$ cat src/rtl/uart_tx_arbiter.sv
// Round-robin arbiter feeding a single 8N1 UART transmitter.
// Optional line lock (whole lines stay together): define UART_TX_ARB_LINE_LOCK_EN.
module uart_tx_arbiter #(
    parameter  int NUM_REQ = 2,
    parameter  int CLK_DIV = 868,
    localparam int GID_W   = (NUM_REQ > 1) ? $clog2(NUM_REQ) : 1
) (
    input  logic                 clock,
    input  logic                 reset,
    input  logic [NUM_REQ-1:0]   req_valid,
    input  logic [NUM_REQ*8-1:0] req_data,
    output logic [NUM_REQ-1:0]   req_ready,
    output logic                 tx,
    output logic                 busy,
    output logic [GID_W-1:0]     grant_id
);

    localparam int               TMR_W    = $clog2(CLK_DIV);
    localparam logic [TMR_W-1:0] TMR_LAST = TMR_W'(CLK_DIV - 1);

    typedef enum logic [1:0] {IDLE, START, DATA, STOP} state_t;

    state_t             state_reg, state_next;
    logic [TMR_W-1:0]   timer_reg, timer_next;
    logic [2:0]         bit_reg, bit_next;
    logic [7:0]         shift_reg, shift_next;
    logic               tx_reg, tx_next;
    logic               busy_reg, busy_next;
    logic [GID_W-1:0]   last_reg, last_next;
    logic [GID_W-1:0]   grant_reg, grant_next;

    logic [NUM_REQ-1:0] eligible;
    logic [NUM_REQ-1:0] scan;
    logic [GID_W-1:0]   winner;
    logic               found;
    logic               handshake;
    logic               timer_done;
    logic [7:0]         win_data;

`ifdef UART_TX_ARB_LINE_LOCK_EN
    logic               lock_reg, lock_next;
    logic [GID_W-1:0]   lock_id_reg, lock_id_next;

    // While a line is open only its owner may be granted.
    generate
        for (genvar gi = 0; gi < NUM_REQ; gi++) begin : g_elig
            assign eligible[gi] = req_valid[gi] && (!lock_reg || (lock_id_reg == GID_W'(gi)));
        end
    endgenerate
`else
    generate
        for (genvar gi = 0; gi < NUM_REQ; gi++) begin : g_elig
            assign eligible[gi] = req_valid[gi];
        end
    endgenerate
`endif

    // Search starts just after the last winner and wraps around.
    always_comb begin
        winner = '0;
        found  = 1'b0;
        scan   = '0;
        for (int k = 1; k <= NUM_REQ; k++) begin
            scan = eligible >> ((int'(last_reg) + k) % NUM_REQ);
            if (!found && scan[0]) begin
                found  = 1'b1;
                winner = GID_W'((int'(last_reg) + k) % NUM_REQ);
            end
        end
    end

    assign req_ready  = (state_reg == IDLE && found && !reset) ? (NUM_REQ'(1) << winner) : '0;
    assign handshake  = |req_ready;
    assign win_data   = 8'(req_data >> {winner, 3'b000});
    assign timer_done = (timer_reg == TMR_LAST);

    always_comb begin
        state_next = state_reg;
        timer_next = timer_reg;
        bit_next   = bit_reg;
        shift_next = shift_reg;
        tx_next    = tx_reg;
        busy_next  = busy_reg;
        last_next  = last_reg;
        grant_next = grant_reg;
`ifdef UART_TX_ARB_LINE_LOCK_EN
        lock_next    = lock_reg;
        lock_id_next = lock_id_reg;
`endif
        case (state_reg)
            IDLE: begin
                tx_next   = 1'b1;
                busy_next = 1'b0;
                if (handshake) begin
                    shift_next = win_data;
                    last_next  = winner;
                    grant_next = winner;
                    timer_next = '0;
                    tx_next    = 1'b0;
                    busy_next  = 1'b1;
                    state_next = START;
`ifdef UART_TX_ARB_LINE_LOCK_EN
                    if (win_data != 8'h0A) begin
                        lock_next    = 1'b1;
                        lock_id_next = winner;
                    end else if (winner == lock_id_reg) begin
                        lock_next = 1'b0;
                    end
`endif
                end
            end
            START: begin
                if (timer_done) begin
                    timer_next = '0;
                    bit_next   = 3'd0;
                    tx_next    = shift_reg[0];
                    shift_next = shift_reg >> 1;
                    state_next = DATA;
                end else begin
                    timer_next = timer_reg + 1'b1;
                end
            end
            DATA: begin
                if (timer_done) begin
                    timer_next = '0;
                    if (bit_reg == 3'd7) begin
                        tx_next    = 1'b1;
                        state_next = STOP;
                    end else begin
                        bit_next   = bit_reg + 3'd1;
                        tx_next    = shift_reg[0];
                        shift_next = shift_reg >> 1;
                    end
                end else begin
                    timer_next = timer_reg + 1'b1;
                end
            end
            STOP: begin
                if (timer_done) begin
                    timer_next = '0;
                    busy_next  = 1'b0;
                    state_next = IDLE;
                end else begin
                    timer_next = timer_reg + 1'b1;
                end
            end
            default: state_next = IDLE;
        endcase
    end

    always_ff @(posedge clock) begin
        if (reset) begin
            state_reg <= IDLE;
            timer_reg <= '0;
            bit_reg   <= 3'd0;
            shift_reg <= 8'd0;
            tx_reg    <= 1'b1;
            busy_reg  <= 1'b0;
            last_reg  <= GID_W'(NUM_REQ - 1);
            grant_reg <= '0;
`ifdef UART_TX_ARB_LINE_LOCK_EN
            lock_reg    <= 1'b0;
            lock_id_reg <= '0;
`endif
        end else begin
            state_reg <= state_next;
            timer_reg <= timer_next;
            bit_reg   <= bit_next;
            shift_reg <= shift_next;
            tx_reg    <= tx_next;
            busy_reg  <= busy_next;
            last_reg  <= last_next;
            grant_reg <= grant_next;
`ifdef UART_TX_ARB_LINE_LOCK_EN
            lock_reg    <= lock_next;
            lock_id_reg <= lock_id_next;
`endif
        end
    end

    assign tx       = tx_reg;
    assign busy     = busy_reg;
    assign grant_id = grant_reg;

endmodule

$ cat config.mk
export PLATFORM = sky130hd
export DESIGN_NAME = uart_tx_arbiter
export DESIGN_NICKNAME = d
export VERILOG_FILES = /design/src/rtl/uart_tx_arbiter.sv
export SDC_FILE = /design/constraint.sdc
export NUM_CORES = 1
export LEC_CHECK = 0
export CORE_UTILIZATION = 40
export CTS_CLUSTER_SIZE = 24
export DETAILED_ROUTE_END_ITERATION = 6
export PLACE_DENSITY = 0.71
export REMOVE_ABC_BUFFERS = 1
export SYNTH_ARGS = -nofsm -noshare
export SYNTH_HDL_FRONTEND = slang
export SYNTH_SLANG_ARGS = --single-unit
$ cat constraint.sdc
create_clock -name clock -period 3.76 [get_ports clock]
set_input_delay 0.752 -clock clock [delete_from_list [all_inputs] [get_ports clock]]
set_output_delay 0.752 -clock clock [all_outputs]
set_load 0.01 [all_outputs]
==> parameters.txt <==
Parameter                              Value

Cells and area
  Final layout net count ... 236
  Number of filler cells placed in the layout ... 388
  Count of non-filler cells in the finished layout ... 255
  Post-synthesis to final-layout area growth ... 21.7%
  Antenna cell count ... 0
  Fraction of layout instances using a drive strength above 1 ... 0.0821
  Largest register FFs ... 10

Yosys
  Yosys warning count ... 0
  Number of library cell types mapped by synthesis ... 41
  Share of async-settable or async-resettable flops after synthesis ... 0
  Syn Area/Cell ... 8.53 um2
  Primary FF master, synth ... sky130_fd_sc_hd__dfxtp_1
  Count of flip-flops with a built-in enable after synthesis ... 0
  Post-Synthesis Cells ... 183
  Total of flip-flops plus latches after synthesis ... 27
  Post-synth design cell area ... 1560 um2
  Part of the Yosys area used for sequential elements ... 0.346

Detailed routing
  Final WL ... ~3.5 mm
  Average wire per cell in the routed design ... 13.6 um
  Vias per Instance ... between 5 and 6
  DRC violation count after routing ... 0
  Routed Antenna Nets ... 0
  Drt initial violations ... 90
  Number of detailed-routing iterations run before antenna repair ... 4
  Total vias in the final route ... 1466

Global route
  Wire length of the first global-routing pass ... 5.89 mm
  Antenna violations before repair ... 0
  Via count of the first global-routing pass ... 1362
  Largest net degree at the start of global routing ... 20
  Overall global routing resource usage ... 0.177
  Aggregate global routing overflow ... 0

Timing
  Clock Skew ... around 0.0018 ns
  Final total negative setup slack ... 0 ns
  Unrepaired setup endpoints after global routing ... false
  Tightest slew margin relative to the limit ... 0.390
  Final worst-path cycle share ... 0.837
  Final-report max-slew violation count ... 0
  Achievable frequency ... between 300 and 400 MHz
  Finish-stage setup viols ... 0
  Time the worst path needs with I/O delays and setup ... about 3.1 ns
  Least-Margin Pin Slew ... 0.908 ns
  Final Hold Vio Count ... 0

Critical path
  Required time reported for the critical path endpoint ... 3.01 ns
  Critical Path Start Type ... primary input
  Setup slack on the worst flop-to-flop path ... roughly 1.3 ns
  Max Fanout on Critical Path ... 10
  Most common cell type on the critical path ... sky130_fd_sc_hd__clkdlybuf4s50_1
  Library cell contributing the largest single delay on the critical path ... sky130_fd_sc_hd__clkdlybuf4s50_1
  Cells along the critical path ... clkdlybuf4s50_1, a21boi_0, buf_4, and3_1, clkdlybuf4s50_1
  Endpoint kind of the worst setup timing path ... primary output
  Worst path buffer plus inverter count ... 3
  Data arrival time of the critical path ... 2.40 ns
  Top Family by Delay on Critical Path ... buffers and inverters
  Start-to-end type of the worst setup path ... primary input to primary output
  Worst stage delay on the critical path ... 0.54 ns

Place
  Final weighted congestion of routability-driven global placement ... 0.788
  HPWL Detailed ... between 2 and 3 mm
  Placed cell count ... 251
  Buffers on Ports ... 24

Clocking
  Clk root buf ... sky130_fd_sc_hd__clkbuf_8
  CTS H-Tree Depth ... 1
  Worst-path clk slew ... 0.09 ns
  Clock tree buffer depth ... 2
  Clk sink count ... 27
  Post-CTS Resized ... 0
  Total clock buffers created by CTS ... 3
  Clock Latency Late Sink ... 0.27 ns
  Quantity of hold-fixing buffers added after cts ... 0
  Clock tree from TritonCTS ... yes
  Setup bufs post-CTS ... 0

Outcome
  Run status ... complete, no violations

Die
  # rows ... 22
  Die outline width ... 64.5 um
  Core area ... 3690 um2
  Die Footprint ... 4150 um2
  I/O pin total ... 25
  Die Ht ... 64.5 um
  Starting density of the core ... 0.423

Flow run
  Max-Cap Viols ... 0

Power and ir drop
  Total Power ... 1.14 mW
  Leakage power figure ... about 0.65 nW
  Areal power density over the cells ... 598 nW/um2
  Peak supply drop ... ~450 uV

Worst hold path
  Type of the tightest min-delay check ... flip-flop to flip-flop
==> logic make-up after synthesis <==
group	count (synthesis)	share of synthesized area
DFF	27	0.346
buffers and inverters	11	0.0281
and+or+nand+nor	60	0.197
muxes	9	0.0634
xor gates and xnor gates	8	0.0449
AOI/OAI and AO/OA	60	0.256
adders and majority gates	8	0.0642
==> cell usage after synthesis (all sizes together) (2+ instances only) <==
master / instances / area share
clkbuf: 6 / 0.015
nand3: 7 / 0.022
inv: 4 / 0.0096
nand2: 13 / 0.031
nand4: 2 / 0.0080
xor2: 2 / 0.011
nor3: 3 / 0.0096
a21boi: 2 / 0.0096
o21bai: 2 / 0.0096
nand2b: 11 / 0.044
mux2i: 2 / 0.013
a211o: 3 / 0.017
nor2: 15 / 0.036
a21oi: 14 / 0.045
o21ai: 16 / 0.051
dfxtp: 27 / 0.35
and3: 2 / 0.0080
o2111ai: 9 / 0.051
ha: 8 / 0.064
xnor2: 6 / 0.034
a211oi: 5 / 0.024
or4: 2 / 0.0096
mux2: 7 / 0.051
==> worst paths after layout <==
check                                            endpoint  cells after the start                      start
worst max-delay path                         req_ready[1]                      5               req_valid[1]
worst min-delay path            shift_reg[7]$_SDFFE_PP0P_                      2  shift_reg[7]$_SDFFE_PP0P_
worst max register to register  shift_reg[7]$_SDFFE_PP0P_                      6  state_reg[0]$_SDFFE_PP0P_
worst min register to register  shift_reg[7]$_SDFFE_PP0P_                      2  shift_reg[7]$_SDFFE_PP0P_
==> layer usage <==
layer / vias up / wire length (um) / global-route usage
met5: - / 0 / 0
met4: 0 / 25 / 0.0556
met3: 4 / 169 / 0.0229
met2: 41 / 1570 / 0.300
li1: 731 / - / -
met1: 690 / 1710 / 0.232
==> layout by cell type, fill, tap and decap left out, types with 2 or more instances in the layout <==
cell                              instances
sky130_fd_sc_hd__o21ai_0                 15
sky130_fd_sc_hd__nand4_1                  2
sky130_fd_sc_hd__buf_4                    3
sky130_fd_sc_hd__a211oi_1                 5
sky130_fd_sc_hd__xnor2_1                  6
sky130_fd_sc_hd__dfxtp_1                 27
sky130_fd_sc_hd__a211o_1                  3
sky130_fd_sc_hd__nand2b_1                11
sky130_fd_sc_hd__nand3_1                  7
sky130_fd_sc_hd__clkdlybuf4s50_1         24
sky130_fd_sc_hd__inv_1                    4
sky130_fd_sc_hd__mux2_2                   7
sky130_fd_sc_hd__ha_1                     8
sky130_fd_sc_hd__clkbuf_8                 3
sky130_fd_sc_hd__a21oi_1                 14
sky130_fd_sc_hd__xor2_1                   2
sky130_fd_sc_hd__nor2_1                  15
sky130_fd_sc_hd__or4_1                    2
sky130_fd_sc_hd__o2111ai_1                9
sky130_fd_sc_hd__and3_1                   2
sky130_fd_sc_hd__mux2i_1                  2
sky130_fd_sc_hd__nand2_1                 13
sky130_fd_sc_hd__nor3_1                   3
sky130_fd_sc_hd__o21bai_1                 2
==> power by group <==
group | switching (mW) | internal, mW | total, mW
clock network | 0.0842 | 0.0758 | 0.160
logic | 0.336 | 0.238 | 0.574
registers | 0.0432 | 0.358 | 0.402
==> per-stage QoR <==
step | utilization | hold WS [ns] | setup slack [ns] | cell area [um2]
3_5_place_dp | 0.503 | 0.460 | 0.605 | 1850
4_1_cts | 0.515 | 0.473 | 0.600 | 1900
5_1_grt | 0.515 | 0.486 | 0.514 | 1900
2_1_floorplan | - | 0.438 | 1.15 | 1530
6_report | 0.515 | 0.471 | 0.611 | 1900
3_3_place_gp | 0.503 | 0.451 | 0.639 | 1850
==> worst min-delay path: stages, from the launching register on <==
cell                      delay, ns
sky130_fd_sc_hd__dfxtp_1       0.31
sky130_fd_sc_hd__o21ai_0       0.06
sky130_fd_sc_hd__a21oi_1       0.06
==> final cells by class <==
class | count | area (um2) | share of cell area
repair buffers | 27 | 263 | 0.138
multi-input cells | 145 | 976 | 0.514
flip-flops and latches | 27 | 541 | 0.285
well taps | 48 | 60.1 | 0.0316
inverters | 4 | 15.0 | 0.00791
clock buffers | 4 | 45.0 | 0.0237
Note: power is estimated with default switching activity, not from simulation.
